**src/rtl/pan_frame_serializer_if.sv**
```systemverilog
// Purpose : frame-in / sample-out bundle for pan_frame_serializer.
// Latency : n/a (wiring only).
// Backpress: frame side and sample side each use their own valid/ready pair.
//
// Signals:
//   i_frame_valid / o_frame_ready : frame handshake (producer -> serializer)
//   i_seq_l / i_seq_r             : N-sample L/R frames, index 0 = oldest
//   o_sample_valid / i_sample_ready : sample handshake (serializer -> consumer)
//   o_sample_l / o_sample_r       : current stereo sample
//   o_sample_last / o_sample_idx  : position of the current sample in its frame
//   o_underrun_cnt                : only with PAN_SERIALIZER_UNDERRUN_CNT_EN
// Modports: slave = serializer side, master = producer/consumer side.
interface pan_frame_serializer_if #(
  parameter int N = 16,
  parameter int W = 16
);
  localparam int IW = $clog2(N);

  logic                  i_frame_valid;
  logic                  o_frame_ready;
  logic [N-1:0][W-1:0]   i_seq_l;
  logic [N-1:0][W-1:0]   i_seq_r;
  logic                  o_sample_valid;
  logic                  i_sample_ready;
  logic [W-1:0]          o_sample_l;
  logic [W-1:0]          o_sample_r;
  logic                  o_sample_last;
  logic [IW-1:0]         o_sample_idx;
`ifdef PAN_SERIALIZER_UNDERRUN_CNT_EN
  logic [7:0]            o_underrun_cnt;
`endif

  modport slave (
    input  i_frame_valid, i_seq_l, i_seq_r, i_sample_ready,
    output o_frame_ready, o_sample_valid, o_sample_l, o_sample_r,
           o_sample_last, o_sample_idx
`ifdef PAN_SERIALIZER_UNDERRUN_CNT_EN
           , o_underrun_cnt
`endif
  );

  modport master (
    output i_frame_valid, i_seq_l, i_seq_r, i_sample_ready,
    input  o_frame_ready, o_sample_valid, o_sample_l, o_sample_r,
           o_sample_last, o_sample_idx
`ifdef PAN_SERIALIZER_UNDERRUN_CNT_EN
           , o_underrun_cnt
`endif
  );
endinterface

```
**src/rtl/pan_frame_serializer.sv**
```systemverilog
// Purpose : ping-pong buffers whole N-sample stereo frames and replays them one sample per transfer.
// Latency : frame accepted into an empty buffer shows sample 0 the cycle after the accepting edge.
// Backpress: o_frame_ready drops only when both buffers are full; samples hold while i_sample_ready=0.
//
// Ports:
//   i_clk, i_rst : clock, asynchronous active-high reset
//   bus (slave)  : frame input handshake + sample output stream, see pan_frame_serializer_if
// Optional feature: define PAN_SERIALIZER_UNDERRUN_CNT_EN to add bus.o_underrun_cnt, an 8-bit
// saturating count of cycles where the consumer was ready but no sample was available.
module pan_frame_serializer #(
  parameter int N = 16,
  parameter int W = 16
) (
  input  logic                   i_clk,
  input  logic                   i_rst,
  pan_frame_serializer_if.slave  bus
);
  localparam int IW = $clog2(N);
  localparam logic [IW-1:0] LAST_IDX = IW'(N - 1);

  typedef enum logic [1:0] {
    S_EMPTY = 2'd0,
    S_ONE   = 2'd1,
    S_FULL  = 2'd2
  } state_t;

  typedef struct packed {
    logic [W-1:0] l;
    logic [W-1:0] r;
  } pair_t;

  state_t        state_q, state_d;
  logic          wr_sel_q, wr_sel_d;
  logic          rd_sel_q, rd_sel_d;
  logic [IW-1:0] idx_q, idx_d;

  // Frame storage carries no reset: contents are only observed while a frame
  // is buffered, and the outputs are forced to zero otherwise.
  pair_t buf0_q [N];
  pair_t buf1_q [N];

  logic  frame_ready;
  logic  sample_valid;
  logic  accept;
  logic  xfer;
  logic  at_last;
  logic  done;
  pair_t rd_word;

  // Ready and valid come straight from the state register, so neither side's
  // handshake input can ripple combinationally into the other side.
  assign frame_ready  = (state_q != S_FULL);
  assign sample_valid = (state_q != S_EMPTY);

  assign accept  = bus.i_frame_valid & frame_ready;
  assign xfer    = sample_valid & bus.i_sample_ready;
  assign at_last = (idx_q == LAST_IDX);
  assign done    = xfer & at_last;

  // ---------------------------------------------------------------------------
  // Occupancy FSM and pointers
  // ---------------------------------------------------------------------------
  always_ff @(posedge i_clk or posedge i_rst) begin
    if (i_rst) begin
      state_q  <= S_EMPTY;
      wr_sel_q <= 1'b0;
      rd_sel_q <= 1'b0;
      idx_q    <= '0;
    end else begin
      state_q  <= state_d;
      wr_sel_q <= wr_sel_d;
      rd_sel_q <= rd_sel_d;
      idx_q    <= idx_d;
    end
  end

  always_comb begin
    state_d  = state_q;
    wr_sel_d = wr_sel_q;
    rd_sel_d = rd_sel_q;
    idx_d    = idx_q;

    case (state_q)
      S_EMPTY: begin
        if (accept) state_d = S_ONE;
      end
      S_ONE: begin
        // Accept and finish together leave occupancy unchanged: the new frame
        // lands in the other buffer while the read side flips onto it.
        if (accept && !done)      state_d = S_FULL;
        else if (done && !accept) state_d = S_EMPTY;
      end
      S_FULL: begin
        // No accept is possible here; ready only rises after the state moves.
        if (done) state_d = S_ONE;
      end
      default: state_d = S_EMPTY;
    endcase

    if (accept) wr_sel_d = ~wr_sel_q;

    // idx only moves on a real transfer, so it holds while empty or stalled.
    if (xfer) begin
      if (at_last) begin
        idx_d    = '0;
        rd_sel_d = ~rd_sel_q;
      end else begin
        idx_d = idx_q + 1'b1;
      end
    end
  end

  // ---------------------------------------------------------------------------
  // Frame capture: all N pairs land in the write buffer on the accepting edge.
  // While one frame is buffered, wr_sel differs from rd_sel, so a capture never
  // touches the buffer currently driving the outputs.
  // ---------------------------------------------------------------------------
  always_ff @(posedge i_clk) begin
    if (accept) begin
      for (int i = 0; i < N; i++) begin
        if (wr_sel_q) buf1_q[i] <= '{l: bus.i_seq_l[i], r: bus.i_seq_r[i]};
        else          buf0_q[i] <= '{l: bus.i_seq_l[i], r: bus.i_seq_r[i]};
      end
    end
  end

  // ---------------------------------------------------------------------------
  // Output datapath: pure mux from registers, gated to zero when empty.
  // ---------------------------------------------------------------------------
  assign rd_word = rd_sel_q ? buf1_q[idx_q] : buf0_q[idx_q];

  assign bus.o_frame_ready  = frame_ready;
  assign bus.o_sample_valid = sample_valid;
  assign bus.o_sample_l     = sample_valid ? rd_word.l : '0;
  assign bus.o_sample_r     = sample_valid ? rd_word.r : '0;
  assign bus.o_sample_idx   = idx_q;
  assign bus.o_sample_last  = sample_valid & at_last;

`ifdef PAN_SERIALIZER_UNDERRUN_CNT_EN
  // ---------------------------------------------------------------------------
  // Underrun counter: consumer asked for a sample and none was available.
  // ---------------------------------------------------------------------------
  logic [7:0] urun_q, urun_d;

  always_comb begin
    urun_d = urun_q;
    if (bus.i_sample_ready && !sample_valid && (urun_q != 8'hFF))
      urun_d = urun_q + 8'd1;
  end

  always_ff @(posedge i_clk or posedge i_rst) begin
    if (i_rst) urun_q <= '0;
    else       urun_q <= urun_d;
  end

  assign bus.o_underrun_cnt = urun_q;
`endif

endmodule

```
**src/flat_wrapper.sv**
```systemverilog
// flat-port wrapper written by rule: the top's interface ports become plain ports
module pan_frame_serializer_flat 
#(
  parameter int N = 16,
  parameter int W = 16
)
  (i_clk, i_rst, bus_i_frame_valid, bus_i_seq_l, bus_i_seq_r, bus_i_sample_ready, bus_o_frame_ready, bus_o_sample_valid, bus_o_sample_l, bus_o_sample_r, bus_o_sample_last, bus_o_sample_idx);
  pan_frame_serializer_if #(.N(N), .W(W)) bus_i ();
  input  logic i_clk;
  input  logic i_rst;
  input wire logic [$bits(bus_i.i_frame_valid)-1:0] bus_i_frame_valid;
  input wire logic [$bits(bus_i.i_seq_l)-1:0] bus_i_seq_l;
  input wire logic [$bits(bus_i.i_seq_r)-1:0] bus_i_seq_r;
  input wire logic [$bits(bus_i.i_sample_ready)-1:0] bus_i_sample_ready;
  output wire logic [$bits(bus_i.o_frame_ready)-1:0] bus_o_frame_ready;
  output wire logic [$bits(bus_i.o_sample_valid)-1:0] bus_o_sample_valid;
  output wire logic [$bits(bus_i.o_sample_l)-1:0] bus_o_sample_l;
  output wire logic [$bits(bus_i.o_sample_r)-1:0] bus_o_sample_r;
  output wire logic [$bits(bus_i.o_sample_last)-1:0] bus_o_sample_last;
  output wire logic [$bits(bus_i.o_sample_idx)-1:0] bus_o_sample_idx;
  assign bus_i.i_frame_valid = bus_i_frame_valid;
  assign bus_i.i_seq_l = bus_i_seq_l;
  assign bus_i.i_seq_r = bus_i_seq_r;
  assign bus_i.i_sample_ready = bus_i_sample_ready;
  assign bus_o_frame_ready = bus_i.o_frame_ready;
  assign bus_o_sample_valid = bus_i.o_sample_valid;
  assign bus_o_sample_l = bus_i.o_sample_l;
  assign bus_o_sample_r = bus_i.o_sample_r;
  assign bus_o_sample_last = bus_i.o_sample_last;
  assign bus_o_sample_idx = bus_i.o_sample_idx;
  pan_frame_serializer #(.N(N), .W(W)) u_core (.i_clk(i_clk), .i_rst(i_rst), .bus(bus_i));
endmodule
```
**config.mk**
```make
export PLATFORM = sky130hd
export DESIGN_NAME = pan_frame_serializer_flat
export DESIGN_NICKNAME = d
export VERILOG_FILES = /design/src/rtl/pan_frame_serializer_if.sv /design/src/rtl/pan_frame_serializer.sv /design/src/flat_wrapper.sv
export SDC_FILE = /design/constraint.sdc
export NUM_CORES = 1
export LEC_CHECK = 0
export BUFFER_PORTS_ARGS = -buffer_cell sky130_fd_sc_hd__buf_2
export CAP_MARGIN = 0
export CORE_UTILIZATION = 35
export DETAILED_ROUTE_END_ITERATION = 12
export SYNTH_ARGS = -nofsm -noshare
export SYNTH_HDL_FRONTEND = slang
export SYNTH_SLANG_ARGS = --single-unit
```
**constraint.sdc**
```tcl
create_clock -name i_clk -period 46.7 [get_ports i_clk]
set_input_delay 4.67 -clock i_clk [delete_from_list [all_inputs] [get_ports i_clk]]
set_output_delay 4.67 -clock i_clk [all_outputs]
set_load 0.03 [all_outputs]
```
; ---- Yosys cells after proc, flatten, opt, wreduce, memory -nomap -nowiden
; Memories as Yosys holds them, arrays and structs flattened.
; Cells that the tools add are included.
[op_classes]
add_sub_neg = 1
n_mul = 0
div = 0
magnitude_cmp = 0
n_eq_ne = 7
shift = 0
mux = 15
n_bitwise = 6
reduce_logical = 8
[op_table]
columns = operator, n
row1 = 2-to-1 mux 16 bit, 2
row2 = 2-to-1 mux 32 bit, 1
row3 = 2-to-1 mux 2 bit, 4
row4 = 2-to-1 mux 1 bit, 6
row5 = case mux 2 bit (3 select lines), 1
row6 = "adder 4 x 1 -> 4 bit, second input constant", 1
row7 = AND 1 bit, 4
row8 = "equality test 4 bit, second input constant", 1
row9 = 2-to-1 mux 4 bit, 1
row10 = "!= test 2 x 1 -> 1 bit, second input constant", 2
row11 = "!= test 3 x 1 -> 1 bit, second input constant", 1
row12 = AND reduction 3 bit, 1
row13 = "equality test 2 x 1 -> 1 bit, second input constant", 1
row14 = "equality test 2 bit, second input constant", 1
row15 = logical AND 1 bit, 2
row16 = logical NOT 1 bit, 2
row17 = logical NOT 2 bit, 1
row18 = "!= test 2 bit, second input constant", 1
row19 = NOT 1 bit, 2
row20 = AND reduction 2 bit, 1
row21 = nonzero test 2 bit, 1
[word_totals]
register_bits = 8
latchBits = 0
ram_bits = 1024
romBits = 0
input_bits = 516
out_inout_bits = 39
elab_cells = 43
memories = 2
[mem_list]
columns = memory, words, width, rd, rd_clocked_by_memory_dff, wr, line_no
row1 = u_core.buf0_q, 16, 32, 1, 0, 16, pan_frame_serializer.sv:39  ; pair_t buf0_q [N];
row2 = u_core.buf1_q, 16, 32, 1, 0, 16, pan_frame_serializer.sv:40  ; pair_t buf1_q [N];

; ---- Logic depth before layout (Yosys ltp)
; Gate-level depths: netlist (run 1).
[depth]
word_depth = 7
mapped_depth = 8
depth_no_buf = 4

; ---- Least setup slack after synthesis (run 1)
; No wires, ideal clock.
[synth_path]
path_kind = in2reg
start = in bus_i_frame_valid
end = mem u_core.buf0_q[0][0] (netlist name), enable pin
setup_time_ns = 1.400
arrival_ns = 25.927
t_required_ns = 45.300
path_slack_ns = 19.372
cell_stages = 2
path_buffers = 0
path_cell_list = nand2_1 > nor2_1
[synth_lines]
columns = element, line_no
row1 = from (decl), flat_wrapper.sv:11  ; input wire logic [$bits(bus_i.i_frame_valid)-1:0] bus_i_frame_valid;
row2 = to (decl), pan_frame_serializer.sv:39

; ---- Worst setup path after layout (run 1)
[layout_path]
start = reg u_core.idx_q[0], in the netlist u_core.bus.o_sample_idx[0]
end = out bus_o_sample_l[6]
[layout_between]
elab_chain_cells = 3
word_cells_on_any_way = 4
classes_between = 2 x mux / 2 x memory
[layout_lines]
columns = element, line_no
row1 = from (decl), pan_frame_serializer.sv:35  ; logic [IW-1:0] idx_q, idx_d;
row2 = from (signal assigned), pan_frame_serializer.sv:73  ; idx_q <= idx_d;
row3 = memory (16 x 32 bit) (on tied branches), -
row4 = 2-to-1 mux 32 bit *, pan_frame_serializer.sv:130  ; assign rd_word = rd_sel_q ? buf1_q[idx_q] : buf0_q[idx_q];
row5 = 2-to-1 mux 16 bit *, pan_frame_serializer.sv:134  ; assign bus.o_sample_l = sample_valid ? rd_word.l : '0;
row6 = to (decl), flat_wrapper.sv:17  ; output wire logic [$bits(bus_i.o_sample_l)-1:0] bus_o_sample_l;
; Every way passes the cells marked *; elsewhere a longest branch is shown, timed or not.

==> key figures, run 1 <==
Outcome
  – Run status: finished, final reports clean

Global route
  – Initial antenna violation count: 77
  – Gr usage total: 18.5%
  – Vias in the first global route: 21,700
  – Largest net degree at the start of global routing: 161
  – Total global routing overflow: 0
  – First-pass GRT wire length: 149,000 um

Clocking
  – H-tree level count: 3
  – CTS tree: built
  – Clock Root Buffer: clkbuf_16
  – Num CTS Buffers: 108
  – Clock Sinks: 1,032
  – Skew-Pair Late Insertion Delay: 0.69 ns
  – Clock Path Buffers: 3
  – Post-cts resize count: 0
  – Hold-fix buffers, CTS: 0
  – Clk pin slew, worst setup/hold paths: 0.06 ns
  – Post-CTS setup buffer count: 0

Synthesis
  – Mean post-synth cell area: 22.4 um^2
  – Synth Instances: 1,751
  – Area of the mapped netlist: 39,200 um^2
  – Sequential area share after synthesis: 79.0%
  – Syn_nets: 2,268
  – Number of synthesized register bits: 1,032
  – YS warnings: 0
  – Post-synth cell types: 30

Placement
  – Hpwl dp: 70,900 um
  – Dpl ws: 37.39 ns
  – IO Port Bufs: 554
  – Placer congestion estimate: 0.813

Finish
  – Filler Cells Inserted: 9,726
  – Total Nets Final: 2,861
  – Layout cells sized above 1: 40.3%
  – Area growth syn-to-layout: 20.6%
  – Register area: 31,000 um^2
  – Multi-input gate area: 7700 um^2

Drt
  – Highest routing layer actually used: met5
  – Met2 WL post-DR: 53,200 um
  – Via count: 20,300
  – Post-DRT Antenna Nets: 0
  – Met1 WL: 39,300 um
  – DR DRC count: 0
  – Vias/cell: 5.15
  – Wire length per cell: 27.0 um
  – Starting DRT DRC Count: 1,853
  – DR WL met3: 10,400 um
  – Pre-antenna DRT Iters: 5
  – Final WL: 106,000 um

Pwr
  – Switching share of power: 31.5%
  – Pwr Density: 65.9 nW/um^2
  – Worst ir drop on vdd: 0.0358 mV
  – Part of the power in registers: 43.1%
  – Sw power: 982 uW
  – Internal Power: 2130 uW
  – LEAKAGE: 0.0162 uW
  – Part of the power in the clock network: 27.9%
  – Combinational Power Share: 29.0%

Die
  – Die width: 336 um
  – Die area: 113,000 um^2
  – Die Ht: 336 um
  – Row cnt: 122
  – Core Footprint: 111,000 um^2
  – Io pins: 555
  – Starting density of the core: 35.3%

Min path
  – Hold path depth: 1
  – Worst hold path class: register to register

Critical path
  – WS Path Type: register to output pin
  – Worst Path Arrival: 5.18 ns
  – Worst R2R Setup Slack: 41.79 ns
  – CP Max Fanout: 43
  – Worst setup EP type: output pin
  – Req. time, crit path: 42.03 ns
  – Crit path launch type: register
  – Reg2reg path depth: 7

STA
  – Rel. slew slack: 23.4%
  – FMAX: 101 MHz
  – Skew final: 0.0204 ns
  – Setup_tns: 0 ns
  – RSZ-0062 raised after global routing: false
  – Slew Limit Fails: 0
  – Tightest Pin Transition: 1.15 ns
  – Final hold violation count: 0
  – Final period demand of the worst path: 9.85 ns
  – Final Cycle Share: 21.1%
  – Final setup viols: 0
  – Post-route setup slack: 36.85 ns

Run
  – Max-cap viol count: 0
kinds of logic (layout without fill, tap and decap cells):
group | count (synthesis) | after routing | share of synthesized area (%)
flops | 1032 | 1032 | 79.0
mux | 290 | 290 | 14.6
simple gates | 186 | 186 | 2.39
compound gates | 135 | 135 | 2.45
buf+inv | 104 | 786 | 1.44
xor+xnor | 3 | 3 | 0.0671
fa+ha+maj | 1 | 1 | 0.0319
other cells | 0 | 29 | 0
metrics by stage:
stage                     total power, uW  std cells  cell area [um^2]  hold slack, ns  util [%]
after CTS                            3150       3921             47200           0.523      42.6
after detailed placement             2280       3722             43600           0.512      39.3
after global placement               2260       3722             43600           0.490      39.3
final                                3110       3950             47200           0.528      42.6
after global routing                 3240       3940             47200           0.540      42.6
after floorplan                      2120       1751             39200           0.460         -
area by class of cell:
type | count | share of cell area (%)
Inverter | 1 | 0.00795
Multi-Input combinational cell | 615 | 16.3
Antenna cell | 29 | 0.154
Tap cell | 1488 | 3.94
Sequential cell | 1032 | 65.6
Timing Repair Buffer | 586 | 6.43
Clock inverter | 73 | 1.60
Clock buffer | 126 | 6.00
critical path: stages (launching register included):
cell and delay (ns):
dfrtp_4 0.81, buf_4 0.71, buf_4 0.77, buf_4 0.75
mux4_2 0.59, a22oi_1 0.23, nand3_1 0.11, and3_1 0.21
buf_2 0.18
worst paths after layout:
check | start | end
worst max register to register | u_core.state_q[0] | u_core.buf0_q[5][5]
worst min-delay path | u_core.state_q[0] | u_core.state_q[0]
min in group asynchronous | i_rst | u_core.state_q[0]
worst max-delay path | u_core.bus.o_sample_idx[0] | bus_o_sample_l[6]
worst min register to register | u_core.state_q[0] | u_core.state_q[0]
max in group asynchronous | i_rst | u_core.bus.o_sample_idx[0]
Yosys cell counts:
master	number	share of area, %
buf_6	12	0.35
clkbuf_1	43	0.41
dfrtp_1	8	0.51
xor2_1	1	0.022
inv_1	1	0.0096
edfxtp_1	1024	79
nand3_1	36	0.46
nor2b_1	5	0.080
o22ai_1	1	0.016
or2_2	1	0.016
mux2_2	1	0.029
o21ai_0	2	0.026
mux2i_1	65	1.7
mux4_2	224	13
o22a_1	32	0.72
o31ai_1	1	0.019
nand4_1	32	0.51
nand2_1	70	0.67
xnor2_1	2	0.045
nor2_1	4	0.038
nand3b_1	1	0.019
buf_4	11	0.21
nand2b_1	1	0.016
a22oi_1	64	1.2
and2_1	1	0.016
buf_2	35	0.45
ha_1	1	0.032
and3_1	35	0.56
a21oi_1	35	0.45
buf_1	2	0.019
power by group through the flow:
stage                     clock network [uW]  registers [uW]  logic (uW)
after floorplan                            0            1480         642
after global placement                     0            1350         908
after detailed placement                   0            1360         918
after CTS                                886            1340         921
after global routing                     920            1360         965
final                                    868            1340         904
metal layers:
| layer | up-vias | GRT usage, % |
|---|---|---|
| met4 | 82 | 6.80 |
| li1 | 8660 | - |
| met5 | - | 0 |
| met3 | 238 | 6.80 |
| met1 | 10500 | 21.9 |
| met2 | 849 | 30.7 |
flip-flops by register name (all words and copies together) (netlist names):
register                 cells
u_core.buf0_q              512
u_core.buf1_q              512
u_core.bus.o_sample_idx      4
u_core.rd_sel_q              1
u_core.state_q               2
u_core.wr_sel_q              1
layout by cell type (no fill, tap or decap), types with 2 or more instances in the layout:
master,n
clkbuf_1,15
edfxtp_1,1024
buf_12,2
bufinv_16,15
buf_2,554
clkinv_2,18
inv_6,5
diode_2,29
clkinvlp_4,3
nand4_1,32
and3_1,34
clkbuf_16,111
buf_4,30
nor2_4,3
mux2i_1,65
dfrtp_4,4
xnor2_1,2
dfrtp_1,4
clkinv_1,29
nand2_1,70
mux4_2,224
o21ai_0,2
o22a_1,32
nor2b_4,3
a21oi_1,35
nor2b_1,2
nand3_1,35
a22oi_1,64
(Power assumes the default switching activity.)
==> run 2: changes to the inputs <==
==> constraint.sdc (replaced) <==
create_clock -name i_clk -period 10.1 [get_ports i_clk]
set_input_delay 1.01 -clock i_clk [delete_from_list [all_inputs] [get_ports i_clk]]
set_output_delay 1.01 -clock i_clk [all_outputs]
set_load 0.03 [all_outputs]
==> key figures, run 2 (synthesis results as in run 1) <==
Placement
  – Hpwl dp: 67,600 um
  – Placer congestion estimate: 0.816
  – Inst Count DP: 3,714
  – IO Port Bufs: 554

Global route
  – Initial antenna violation count: 65
  – Gr usage total: 18.3%
  – Total global routing overflow: 0
  – First-pass GRT wire length: 149,000 um
  – Largest net degree at the start of global routing: 196
  – Vias in the first global route: 21,500

Drt
  – Via count: 20,300
  – Final WL: 105,000 um
  – Wire length per cell: 26.7 um
  – Highest routing layer actually used: met5
  – DR WL met3: 9520 um
  – Met1 WL: 39,700 um
  – Pre-antenna DRT Iters: 8
  – Vias/cell: 5.14
  – Starting DRT DRC Count: 1,976
  – DR DRC count: 0
  – Post-DRT Antenna Nets: 0
  – Met2 WL post-DR: 52,800 um

Die
  – Row cnt: 122
  – Io pins: 555
  – Die width: 336 um
  – Starting density of the core: 35.3%
  – Core Footprint: 111,000 um^2
  – Die Ht: 336 um
  – Die area: 113,000 um^2

Min path
  – Worst hold path class: primary input to asynchronous set/reset pin

Clocking
  – Skew-Pair Late Insertion Delay: 0.70 ns
  – CTS tree: built
  – Clock Sinks: 1,032
  – Post-CTS setup buffer count: 0
  – Post-cts resize count: 0
  – Clock Root Buffer: clkbuf_16
  – Clock Path Buffers: 3
  – Clk pin slew, worst setup/hold paths: 0.06 ns
  – Hold-fix buffers, CTS: 0
  – Num CTS Buffers: 108
  – H-tree level count: 3

STA
  – Final period demand of the worst path: 5.35 ns
  – Final setup viols: 0
  – Slew Limit Fails: 0
  – Rel. slew slack: 4.12%
  – FMAX: 187 MHz
  – Skew final: 0.0265 ns
  – Final Cycle Share: 53.0%
  – RSZ-0062 raised after global routing: false
  – Tightest Pin Transition: 1.44 ns
  – Final hold violation count: 0
  – Setup_tns: 0 ns

Critical path
  – Req. time, crit path: 9.09 ns
  – WS Path Type: register to output pin
  – Worst Path Arrival: 4.34 ns
  – Reg2reg path depth: 4
  – Worst R2R Setup Slack: 6.65 ns
  – Worst setup path endpoint: bus_o_sample_r[9]
  – R2r endpoint: u_core.buf1_q[8][4]
  – Worst setup EP type: output pin
  – Worst R2R Start: u_core.state_q[0]
  – CP Max Fanout: 43
  – Crit path launch type: register
  – Worst Setup SP: u_core.bus.o_sample_idx[3]

Pwr
  – LEAKAGE: 0.0161 uW
  – Total power: 14,200 uW
  – Worst ir drop on vdd: 0.188 mV
  – Pwr Density: 302 nW/um^2

Outcome
  – Run status: finished, final reports clean

Finish
  – Area growth syn-to-layout: 20.2%
  – Layout cells sized above 1: 40.1%
  – Most frequent cells in the layout: edfxtp_1 (1,024), buf_2 (554), mux4_2 (224)
  – Fin cells: 3,948
  – Total Nets Final: 2,853
  – Most common library cell in the layout ignoring fill and taps: edfxtp_1

Run
  – Max-cap viol count: 0
-- run 2: worst max-delay path, stage by stage, from the launching register on --
cell	delay [ns]
dfrtp_4	0.87
buf_4	0.79
nand3_4	0.83
o22a_1	0.44
nand4_1	0.09
and3_1	0.27
buf_2	0.28
-- run 2: per-stage QoR --
step | util [%] | instance area, um^2 | setup WS (ns) | hold slack, ns
final | 42.5 | 47100 | 4.75 | 0.305
after CTS | 42.4 | 47000 | 4.65 | 0.288
after global placement | 39.3 | 43600 | 5.41 | 0.484
after global routing | 42.4 | 47000 | 4.61 | 0.328
after floorplan | - | 39200 | 0.921 | 0.466
after detailed placement | 39.3 | 43600 | 5.41 | 0.507
-- run 2: worst min-delay path by stage --
| stage | slack [ns] | to | start | cells past startpoint |
|---|---|---|---|---|
| 2_1_floorplan | 0.47 | u_core.state_q[0] | u_core.state_q[0] | 1 |
| 3_3_place_gp | 0.48 | u_core.state_q[0] | u_core.state_q[0] | 1 |
| 3_5_place_dp | 0.51 | u_core.state_q[0] | u_core.state_q[0] | 1 |
| 4_1_cts | 0.29 | u_core.wr_sel_q | i_rst | 2 |
| 5_1_grt | 0.33 | u_core.wr_sel_q | i_rst | 2 |
| 6_report | 0.30 | u_core.state_q[0] | i_rst | 2 |
-- run 2: per-layer routing --
layer / global-route usage [%] / vias to the layer above
met3: 6.43 / 247
met1: 22.1 / 10500
li1: - / 8663
met4: 5.86 / 76
met2: 30.8 / 786
met5: 0 / -
-- run 2: layout make-up --
| type | instances | area, um^2 |
|---|---|---|
| diodes | 32 | 80.1 |
| clock buffers | 137 | 2820 |
| clock inverters | 65 | 581 |
| fillers | 9812 | 63800 |
| inverters | 1 | 3.75 |
| multi-input cells | 615 | 7700 |
| flip-flops and latches | 1032 | 31000 |
| well taps | 1488 | 1860 |
| repair buffers | 578 | 3040 |
-- run 2: where the power goes --
part / internal (uW) / switching [uW]
combinational: 1630 / 2550
sequential: 5860 / 370
clock: 2190 / 1640
==> run 3: changes to the inputs <==
==> constraint.sdc (replaced) <==
create_clock -name i_clk -period 4.75 [get_ports i_clk]
set_input_delay 0.475 -clock i_clk [delete_from_list [all_inputs] [get_ports i_clk]]
set_output_delay 0.475 -clock i_clk [all_outputs]
set_load 0.03 [all_outputs]
==> key figures, run 3 (synthesis results as in run 1) <==
STA
  – Final hold violation count: 0
  – Final Cycle Share: 86.9%
  – RSZ-0062 raised after global routing: false
  – Final period demand of the worst path: 4.13 ns
  – FMAX: 242 MHz
  – Final setup viols: 0
  – Slew Limit Fails: 0
  – Skew final: 0.0254 ns
  – Rel. slew slack: 30.2%
  – Tightest Pin Transition: 1.05 ns

Placement
  – IO Port Bufs: 554
  – Hpwl dp: 73,000 um
  – Placer congestion estimate: 0.837

Clocking
  – CTS tree: built
  – Skew-Pair Late Insertion Delay: 0.70 ns
  – Num CTS Buffers: 107
  – Post-CTS setup buffer count: 0
  – H-tree level count: 3
  – Clock Root Buffer: clkbuf_16
  – Clock Path Buffers: 3
  – Clk pin slew, worst setup/hold paths: 0.06 ns
  – Clock Sinks: 1,032

Pwr
  – LEAKAGE: 0.0184 uW
  – Worst ir drop on vdd: 0.347 mV
  – Pwr Density: 589 nW/um^2
  – Total power: 31,000 uW

Critical path
  – Worst setup EP type: output pin
  – Critical path depth: 6
  – WS Path Type: register to output pin
  – Req. time, crit path: 4.28 ns
  – CP top delay family: simple AND/OR/NAND/NOR gates
  – CP Max Fanout: 25
  – Buffer and inverter count on the worst path: 2
  – Worst Path Arrival: 3.65 ns
  – Peak per-stage delay on the critical path: 0.92 ns
  – Crit path launch type: register
  – Slowest cell on crit path: nor2b_4
  – Reg2reg path depth: 5
  – Crit-path cells: nor2b_4 -> buf_4 -> nand2_1 -> nand4_1 -> and3_1 -> buf_2

Drt
  – DR DRC count: 0
  – Vias/cell: 5.05
  – Pre-antenna DRT Iters: 5
  – Post-DRT Antenna Nets: 0
  – Starting DRT DRC Count: 1,860
  – Final WL: 112,000 um
  – Wire length per cell: 25.0 um
  – Via count: 22,700

Min path
  – Worst hold path class: primary input to register
  – Hold path depth: 3

Global route
  – Vias in the first global route: 24,900
  – Largest net degree at the start of global routing: 145
  – First-pass GRT wire length: 161,000 um
  – Initial antenna violation count: 31
  – Gr usage total: 19.6%
  – Total global routing overflow: 0

Die
  – Core Footprint: 111,000 um^2
  – Die Ht: 336 um
  – Die area: 113,000 um^2
  – Row cnt: 122
  – Io pins: 555
  – Die width: 336 um
  – Starting density of the core: 35.3%

Outcome
  – Run status: finished, final reports clean

Finish
  – Most frequent cells in the layout: edfxtp_1 (1,024), buf_2 (554), dlygate4sd3_1 (513)
  – Total Nets Final: 3,407
  – Fin util: 47.5%
  – Most common library cell in the layout ignoring fill and taps: edfxtp_1
  – Layout cells sized above 1: 34.1%
  – Area growth syn-to-layout: 34.3%

Run
  – Max-cap viol count: 0
-- run 3: changes by cell type in the layout (fill, tap and decap cells not counted), moves of 3 or more --
cell and delta:
buf_4 +36, clkinvlp_4 +3, dlygate4sd3_1 +513, diode_2 -9
buf_12 +6, clkbuf_1 -7, clkinv_1 +4
-- run 3: cell type report --
class / instances / area (um^2)
Sequential cell: 1032 / 31000
Inverter: 1 / 3.75
Fill cell: 9212 / 58200
Multi-Input combinational cell: 615 / 7720
Clock buffer: 129 / 2780
Clock inverter: 71 / 649
Antenna cell: 23 / 57.6
Timing Repair Buffer: 1133 / 8570
Tap cell: 1488 / 1860
-- run 3: stage by stage --
step	area, um^2	instances	TNS (ns)	setup WS [ns]	hold slack (ns)
global placement	44000	3756	0	1.18	0.463
detailed placement	44000	3756	0	1.14	0.490
finish	52600	4492	0	0.624	0.107
floorplan	39200	1751	-3256.66	-3.87	0.291
global route	52600	4487	0	0.344	0.0859
CTS	52500	4469	0	0.379	0.0370
-- run 3: path summary, 6_finish.rpt --
| path | slack [ns] | endpoint | start |
|---|---|---|---|
| setup / recovery | 0.62 | bus_o_sample_l[0] | u_core.bus.o_sample_idx[2] |
| hold / removal | 0.11 | u_core.bus.o_sample_idx[0] | bus_i_sample_ready |
| setup reg to reg | 1.96 | u_core.state_q[0] | u_core.bus.o_sample_idx[2] |
| hold reg to reg | 0.53 | u_core.state_q[0] | u_core.state_q[0] |
| max in group asynchronous | 4.05 | u_core.bus.o_sample_idx[3] | i_rst |
| min in group asynchronous | 0.38 | u_core.bus.o_sample_idx[1] | i_rst |
-- run 3: timing repair --
action / CTS / global route
endpoints found under the setup margin: 0 / 0
endpoints found under the hold margin: 1032 / 0
resized for setup: 0 / 0
hold buffers: 513 / 0
-- run 3: where the power goes --
| part | internal (uW) | switching [uW] | total (uW) |
|---|---|---|---|
| clock network | 4630 | 3540 | 8160 |
| registers | 12400 | 746 | 13200 |
| logic | 3950 | 5720 | 9660 |
-- run 3: metal layers --
layer | wire length (um) | part of all wire, % | track usage (%)
met3 | 8750 | 7.8 | 5.01
met5 | 115 | 0.10 | 0
met4 | 2820 | 2.5 | 6.74
met1 | 43600 | 39 | 23.9
met2 | 56900 | 51 | 33.5
-- run 3: worst reg2reg max path, cell delays in order, from the launching register on --
cell and delay (ns):
dfrtp_1 0.85, and2_2 0.86, buf_4 0.41, and3_1 0.28, mux2i_1 0.20, o22ai_1 0.09
